### config.mk
export PLATFORM = sky130hd
export DESIGN_NAME = calc_controller
export DESIGN_NICKNAME = d
export VERILOG_FILES = /design/src/rtl/calculator_pkg.sv /design/src/rtl/calc_result_buffer.sv /design/src/rtl/calc_controller.sv
export SDC_FILE = /design/constraint.sdc
export NUM_CORES = 1
export LEC_CHECK = 0
export BUFFER_PORTS_ARGS = -buffer_cell sky130_fd_sc_hd__buf_2
export CAP_MARGIN = 30
export CELL_PAD_IN_SITES_DETAIL_PLACEMENT = 1
export CELL_PAD_IN_SITES_GLOBAL_PLACEMENT = 1
export CORE_ASPECT_RATIO = 2
export CORE_MARGIN = 4
export CORE_UTILIZATION = 37
export DETAILED_ROUTE_END_ITERATION = 10
export GPL_TIMING_DRIVEN = 0
export HOLD_SLACK_MARGIN = 0.12
export PLACE_DENSITY = 0.73
export SLEW_MARGIN = 30
export SYNTH_ARGS = -nofsm -noshare
export SYNTH_HDL_FRONTEND = slang
export SYNTH_SLANG_ARGS = --single-unit
export TNS_END_PERCENT = 30
### constraint.sdc
create_clock -name clk -period 3.5 [get_ports clk]
set_input_delay 0.175 -clock clk [delete_from_list [all_inputs] [get_ports clk]]
set_output_delay 0.175 -clock clk [all_outputs]
set_load 0.01 [all_outputs]
### src/rtl/calculator_pkg.sv
// Shared widths and FSM encoding for the SRAM add-pair calculator.
package calculator_pkg;

  localparam int DATA_W        = 32;
  localparam int MEM_WORD_SIZE = 64;
  localparam int ADDR_W        = 9;

  typedef enum logic [2:0] {
    S_IDLE,
    S_READ,
    S_WAIT,
    S_ADD,
    S_WRITE,
    S_DONE
  } state_t;

endpackage

### src/rtl/calc_result_buffer.sv
// Packs two DATA_W results into one SRAM word: first load goes low, second high.
module calc_result_buffer #(
  parameter int DATA_W        = 32,
  parameter int MEM_WORD_SIZE = 64
) (
  input  logic                     clk,
  input  logic                     rst_n,
  input  logic                     load,
  input  logic                     clear,
  input  logic [DATA_W-1:0]        din,
  output logic [MEM_WORD_SIZE-1:0] data,
  output logic                     full
);

  logic lo_held;

  // The load in progress completes the pair when the low half is already held.
  assign full = load && lo_held;

  // Half-select load; clear wins so a stale pair never leaks into the next word.
  always_ff @(posedge clk or negedge rst_n) begin
    if (!rst_n) begin
      data    <= '0;
      lo_held <= 1'b0;
    end else if (clear) begin
      data    <= '0;
      lo_held <= 1'b0;
    end else if (load) begin
      if (lo_held) begin
        data[MEM_WORD_SIZE-1:DATA_W] <= din;
        lo_held                      <= 1'b0;
      end else begin
        data[DATA_W-1:0] <= din;
        lo_held          <= 1'b1;
      end
    end
  end

endmodule

### src/rtl/calc_controller.sv
// Reads operand words {A,B}, writes packed A+B results back to SRAM.
module calc_controller #(
  parameter int DATA_W        = calculator_pkg::DATA_W,
  parameter int MEM_WORD_SIZE = calculator_pkg::MEM_WORD_SIZE,
  parameter int ADDR_W        = calculator_pkg::ADDR_W
) (
  input  logic                     clk,
  input  logic                     rst_n,
  input  logic                     start,
  input  logic [ADDR_W-1:0]        read_start_addr,
  input  logic [ADDR_W-1:0]        read_end_addr,
  input  logic [ADDR_W-1:0]        write_start_addr,
  input  logic [ADDR_W-1:0]        write_end_addr,
  output logic                     sram_rd_en,
  output logic                     sram_wr_en,
  output logic [ADDR_W-1:0]        sram_addr,
  output logic [MEM_WORD_SIZE-1:0] sram_wdata,
  input  logic [MEM_WORD_SIZE-1:0] sram_rdata,
  output logic                     busy,
  output logic                     done,
  output logic                     err
);

  import calculator_pkg::*;

  state_t                   state;
  logic [ADDR_W-1:0]        rd_addr;
  logic [ADDR_W-1:0]        rd_end_q;
  // One extra bit so the write pointer can step past the top line without wrapping.
  logic [ADDR_W:0]          wr_addr;
  logic [ADDR_W-1:0]        wr_end_q;
  logic                     last_q;
  logic [MEM_WORD_SIZE-1:0] op_q;
  logic [DATA_W-1:0]        sum;
  logic                     last;
  logic                     buf_load;
  logic                     buf_clear;
  logic                     buf_full;

  assign sum       = op_q[MEM_WORD_SIZE-1:DATA_W] + op_q[DATA_W-1:0];
  assign last      = (rd_addr == rd_end_q);
  assign buf_load  = (state == S_ADD);
  assign buf_clear = (state == S_WRITE) || (state == S_IDLE);

  calc_result_buffer #(
    .DATA_W        (DATA_W),
    .MEM_WORD_SIZE (MEM_WORD_SIZE)
  ) u_buf (
    .clk   (clk),
    .rst_n (rst_n),
    .load  (buf_load),
    .clear (buf_clear),
    .din   (sum),
    .data  (sram_wdata),
    .full  (buf_full)
  );

  // Job sequencer; strobes and status are registered and set on state entry.
  always_ff @(posedge clk or negedge rst_n) begin
    if (!rst_n) begin
      state      <= S_IDLE;
      busy       <= 1'b0;
      done       <= 1'b0;
      err        <= 1'b0;
      sram_rd_en <= 1'b0;
      sram_wr_en <= 1'b0;
      sram_addr  <= '0;
      rd_addr    <= '0;
      rd_end_q   <= '0;
      wr_addr    <= '0;
      wr_end_q   <= '0;
      last_q     <= 1'b0;
      op_q       <= '0;
    end else begin
      sram_rd_en <= 1'b0;
      sram_wr_en <= 1'b0;
      done       <= 1'b0;
      case (state)
        S_IDLE: if (start) begin
          err      <= 1'b0;
          rd_addr  <= read_start_addr;
          rd_end_q <= read_end_addr;
          wr_addr  <= {1'b0, write_start_addr};
          wr_end_q <= write_end_addr;
          last_q   <= 1'b0;
          if (read_end_addr < read_start_addr) begin
            err   <= 1'b1;
            done  <= 1'b1;
            state <= S_DONE;
          end else begin
            busy       <= 1'b1;
            sram_rd_en <= 1'b1;
            sram_addr  <= read_start_addr;
            state      <= S_READ;
          end
        end
        S_READ: state <= S_WAIT;
        S_WAIT: begin
          op_q  <= sram_rdata;
          state <= S_ADD;
        end
        S_ADD: begin
          last_q <= last;
          if (!last) rd_addr <= rd_addr + ADDR_W'(1);
          if (buf_full || last) begin
            if (wr_addr > {1'b0, wr_end_q}) begin
              err   <= 1'b1;
              done  <= 1'b1;
              busy  <= 1'b0;
              state <= S_DONE;
            end else begin
              sram_wr_en <= 1'b1;
              sram_addr  <= wr_addr[ADDR_W-1:0];
              state      <= S_WRITE;
            end
          end else begin
            sram_rd_en <= 1'b1;
            sram_addr  <= rd_addr + ADDR_W'(1);
            state      <= S_READ;
          end
        end
        S_WRITE: begin
          wr_addr <= wr_addr + (ADDR_W+1)'(1);
          if (!last_q) begin
            sram_rd_en <= 1'b1;
            sram_addr  <= rd_addr;
            state      <= S_READ;
          end else begin
            done  <= 1'b1;
            busy  <= 1'b0;
            state <= S_DONE;
          end
        end
        S_DONE:  state <= S_IDLE;
        default: state <= S_IDLE;
      endcase
    end
  end

endmodule

Word-level counts from Yosys, hierarchy flattened
Cells that the tools add are included.

$lt $le $gt $ge: 2. Reduce and logical (&&, ||, !) cells: 18. $add $sub $neg: 3. Equality and inequality tests: 14. Mux-type cells: 50.

Operators with widths (number): $mux 64 (2); $mux 32 (2); $mux 9 (7); $add 32x32->32 (1); $pmux 9 s3 (1); $mux 1 (25); $pmux 10 s2 (1); $pmux 9 s2 (1); $ne 2x2->1 const B (8); $pmux 3 s5 (1); $mux 3 (4); $add 10x1->10 const B (1); $gt 10x9->1 (1); $mux 10 (1); $reduce_and 2->1 (5); $add 9x1->9 const B (1); $eq 9x9->1 (1); $lt 9x9->1 (1); $pmux 1 s3 (3); $reduce_bool 2->1 (4); $eq 3x2->1 const B (2); $reduce_and 6->1 (1); $reduce_and 5->1 (1); $pmux 1 s2 (2); 9 further kinds (10).

Flip-flop bits (word level): 184. Input port bits: 103. Logic and storage cells: 103. Output and inout bits: 78.

Logic depth before layout (Yosys ltp)
Depth in word-level cells: 5. Mapped depth: 9. Mapped depth without buffers: 9.

Cells and area by module
A second synthesis with hierarchy kept.

Cell total of the unflattened synthesis: 1035. Area total of the unflattened synthesis: 10541.4 µm².

By module, submodules not included: calc_controller (cells an instance 787, area each 7542.2 µm², seq. area each 2977.9 µm², instances 1); calc_result_buffer (cells an instance 248, area each 2999.1 µm², seq. area each 1626.6 µm², instances 1).

Least setup slack after synthesis
No wires, ideal clock.

Path kind: register to register. From: reg op_q[0]. To: reg u_buf.data[16]. Data required time: 3.379 ns. Path buffers: 0. Setup slack: 0.841 ns. Clock period less this slack: 2.659 ns. Cell stages (with the launch flop): 10. Setup time: 0.121 ns. Data arrival time: 2.538 ns. Cell sequence: dfrtp_1 ha_1 fa_1 a21oi_1 o21ai_1 or4_4 a21oi_1 o21bai_1 xor2_1 a22o_2.

Word-level cells in the longest chain between the ends: 4.

Ends and longest elaborated chain: start, declared (line calc_controller.sv:33) `logic [MEM_WORD_SIZE-1:0] op_q;`; start signal, assigned (line calc_controller.sv:99) `op_q <= sram_rdata;`; $add 32x32->32 (line calc_controller.sv:40) `assign sum = op_q[MEM_WORD_SIZE-1:DATA_W] + op_q[DATA_W-1:0];`; $mux 32 (line calc_result_buffer.sv:29) `if (lo_held) begin`; $mux 64 (line calc_result_buffer.sv:28) `end else if (load) begin`; $mux 64 (line calc_result_buffer.sv:25) `end else if (clear) begin`; end signal, assigned by index (line calc_result_buffer.sv:30) `data[MEM_WORD_SIZE-1:DATA_W] <= din;`; end signal, assigned by index (line calc_result_buffer.sv:33) `data[DATA_W-1:0] <= din;`; end, declared (line calc_result_buffer.sv:11) `output logic [MEM_WORD_SIZE-1:0] data,`.

No other way between the ends. The select of a mux whose other input is x is not followed. A chain may end at the register's enable or synchronous reset.

Final worst setup path
Same ends and word-level chain as after synthesis.

==> results.json <==
{
  "r2r_cells": 9,
  "final_util_pct": 48.2,
  "fmax_mhz": 332,
  "r2r-end": "u_buf.data[16]",
  "timing.final.ws_setup_ps": 485,
  "grt_max_degree": 86,
  "synth-adder-area-share_pct": 6.41,
  "cpMaxStageDelayCell": "or4_4",
  "detail_route.wl_per_cell_um": 21.4,
  "crit_top_cell": "a21oi_1",
  "status": "complete, no violations",
  "synth_nets": 1200,
  "cts_tree": "yes",
  "final_common_cell": "buf_2",
  "synth-edff-count": 0,
  "dieArea_um2": 30100,
  "grt_pass1_vias": 10300,
  "ios": 181,
  "period_needed_ps": 3010,
  "rsz0062_at_grt": "false",
  "path_cells": "ha_1, fa_1, a21oi_1, o21ai_1, or4_4, a21oi_1, o21bai_1, xor2_1, a22o_2",
  "ys.flop_type": "dfrtp_1",
  "min_period_over_period_pct": 86.1,
  "dpl_cell_area_um2": 11500,
  "rows": 85,
  "layout_common_cells": "186 x buf_2, 184 x dfrtp_1, 150 x nand2_1",
  "yosys-mux-area-fraction_pct": 8.46,
  "area_growth_pct": 28.9,
  "powerDensity_nw_per_um2": 1100,
  "finalSetupTns_ps": 0,
  "synth-xor-area-share_pct": 3.65,
  "final-setup-viol-count": 0,
  "drc": 0,
  "cts.clk_slew.worst_paths_ps": 70,
  "vdd_drop_max_v": 0.000503,
  "drt_pass1_iterations": 4,
  "dieWidth_um": 125,
  "die_height_um": 241,
  "antenna_found_initial": 0,
  "grt_pass1_wl_um": 57300,
  "clockBufferDepth": 2,
  "start_util_pct": 37.4,
  "syn_area_per_cell_um2": 9.63,
  "synth-seq-cells": 184,
  "dp_slack_ps": 521,
  "vias": 9124,
  "vias_per_cell": 5.38,
  "hold_viol": 0,
  "end_kind": "register",
  "crit_arrival_ps": 3350,
  "maxCapViolCount": 0,
  "synth_async_sr_flop_share_pct": 100,
  "clkLatencyLatePin_ps": 450,
  "cts_resized": 0,
  "final_nets": 1493,
  "clock-sinks": 184,
  "drv_slew": 0,
  "cp_slowest_stage_delay_ps": 570,
  "synth-simple-area-share_pct": 13.9,
  "maxSlewHeadroom_pct": 36.8,
  "post_cts_buffers": 0,
  "worstMarginPinSlew_ps": 948,
  "synth_compound_area_share_pct": 18.3,
  "first_iter_violations": 346,
  "final_cells": 1696,
  "worstSetupPathType": "register to register",
  "core_um2": 26900,
  "drive_gt1_share_pct": 23.3,
  "fin_total_pwr_mw": 14.2,
  "diodes": 0,
  "hold_path.class": "input port to async pin",
  "ys_warn_count": 0,
  "nFillCells": 3106,
  "crit_required_ps": 3840,
  "holdWs_ps": 152,
  "fin_skew_ps": 7.58,
  "netlist_instances": 1046,
  "synth.yosys.seq_area_share_pct": 45.7,
  "gp_congestion": 0.880,
  "cts_hold_buf": 93,
  "dp.cells": 1575,
  "p_leak_nw": 6.03,
  "worstPathMaxFanout": 4,
  "startpoint_type": "register",
  "root_buffer": "clkbuf_16",
  "netlist_area_um2": 10100,
  "numPortBuffers": 179,
  "cts_inserted_buffers": 17,
  "synth_top_family_by_area": "compound AO/OA/AOI/OAI gates",
  "gr-usage-all-layers_pct": 24.7,
  "dp_hpwl_um": 27500,
  "grt_remaining_overflow": 0,
  "htree_levels": 4,
  "final_area_um2": 13000,
  "routed_wl_um": 36300,
  "r2r_start": "op_q[0]",
  "r2r_slack_ps": 490,
  "ant_nets": 0,
  "ys_types": 69
}
registers in the layout, summed over array words and instances, names as in the netlist, 3 cells and up:
register	count
op_q	64
rd_addr	9
rd_end_q	9
sram_addr	9
state	3
u_buf.data	64
wr_addr	10
wr_end_q	9
power by group:
part / switching [mW] / internal, mW / leakage, nW
logic: 5.12 / 3.29 / 3.45
clock network: 0.850 / 1.15 / 0.280
registers: 0.744 / 3.09 / 2.30
Yosys cell counts, drive strengths merged (5+ instances only):
cell type	number	area (um2)
a21oi	94	482
ha	50	626
a22o	15	135
nand3	26	130
a31oi	9	86.3
mux2	73	822
dfrtp	184	4600
o22ai	8	50.1
xor2	18	158
o21ai	74	374
nand2b	6	37.5
o211ai	6	45.0
a21o	19	143
nand4	16	100
o21bai	6	45.0
a211oi	8	60.1
buf	14	62.6
a22oi	7	52.6
nand2	150	563
o21a	5	37.5
and3	11	68.8
clkbuf	49	186
xnor2	24	210
o31ai	5	37.5
inv	29	109
nor2	62	235
nor3	18	90.1
routing by layer:
layer	routed length [um]	part of all wire (%)	GRT usage [%]
met1	12200	34	23.1
met2	20900	58	49.4
met3	1150	3.2	4.68
met4	2010	5.5	13.6
met5	0	0	0
worst max-delay path, delay by kind of cell (launching register included):
kind                       cells  cell delay [ps]
AOI/OAI and AO/OA              5             1150
xor gates and xnor gates       1              180
adders and majority gates      2              650
DFF                            1              380
and+or+nand+nor                1              570
final cells by class:
cell class | count | area, um2 | share of cell area, %
plain buffers | 63 | 249 | 1.92
clock buffers | 20 | 457 | 3.52
clock inverters | 8 | 124 | 0.954
inverters | 29 | 109 | 0.839
multi-input cells | 770 | 5110 | 39.4
flip-flops and latches | 184 | 4600 | 35.5
well taps | 348 | 435 | 3.35
repair buffers | 274 | 1890 | 14.6
cell families (layout without fill, tap and decap cells):
logic type                 Yosys count  count (layout)
AOI/OAI and AO/OA                  288             288
buffers and inverters               92             394
and+or+nand+nor                    313             313
adders and majority gates           51              51
xor gates and xnor gates            42              42
DFF                                184             184
muxes                               76              76
how the worst max path moves through the flow:
| stage | from | to | slack [ps] | cells after the start |
|---|---|---|---|---|
| after CTS | op_q[32] | u_buf.data[16] | 500 | 9 |
| after global routing | op_q[32] | u_buf.data[16] | 350 | 9 |
| after global placement | rst_n | wr_end_q[1] | -840 | 1 |
| final | op_q[0] | u_buf.data[16] | 490 | 9 |
| after floorplan | op_q[0] | u_buf.data[16] | 840 | 9 |
| after detailed placement | op_q[32] | u_buf.data[16] | 520 | 9 |
No activity file was read; power rests on OpenSTA's default activity.
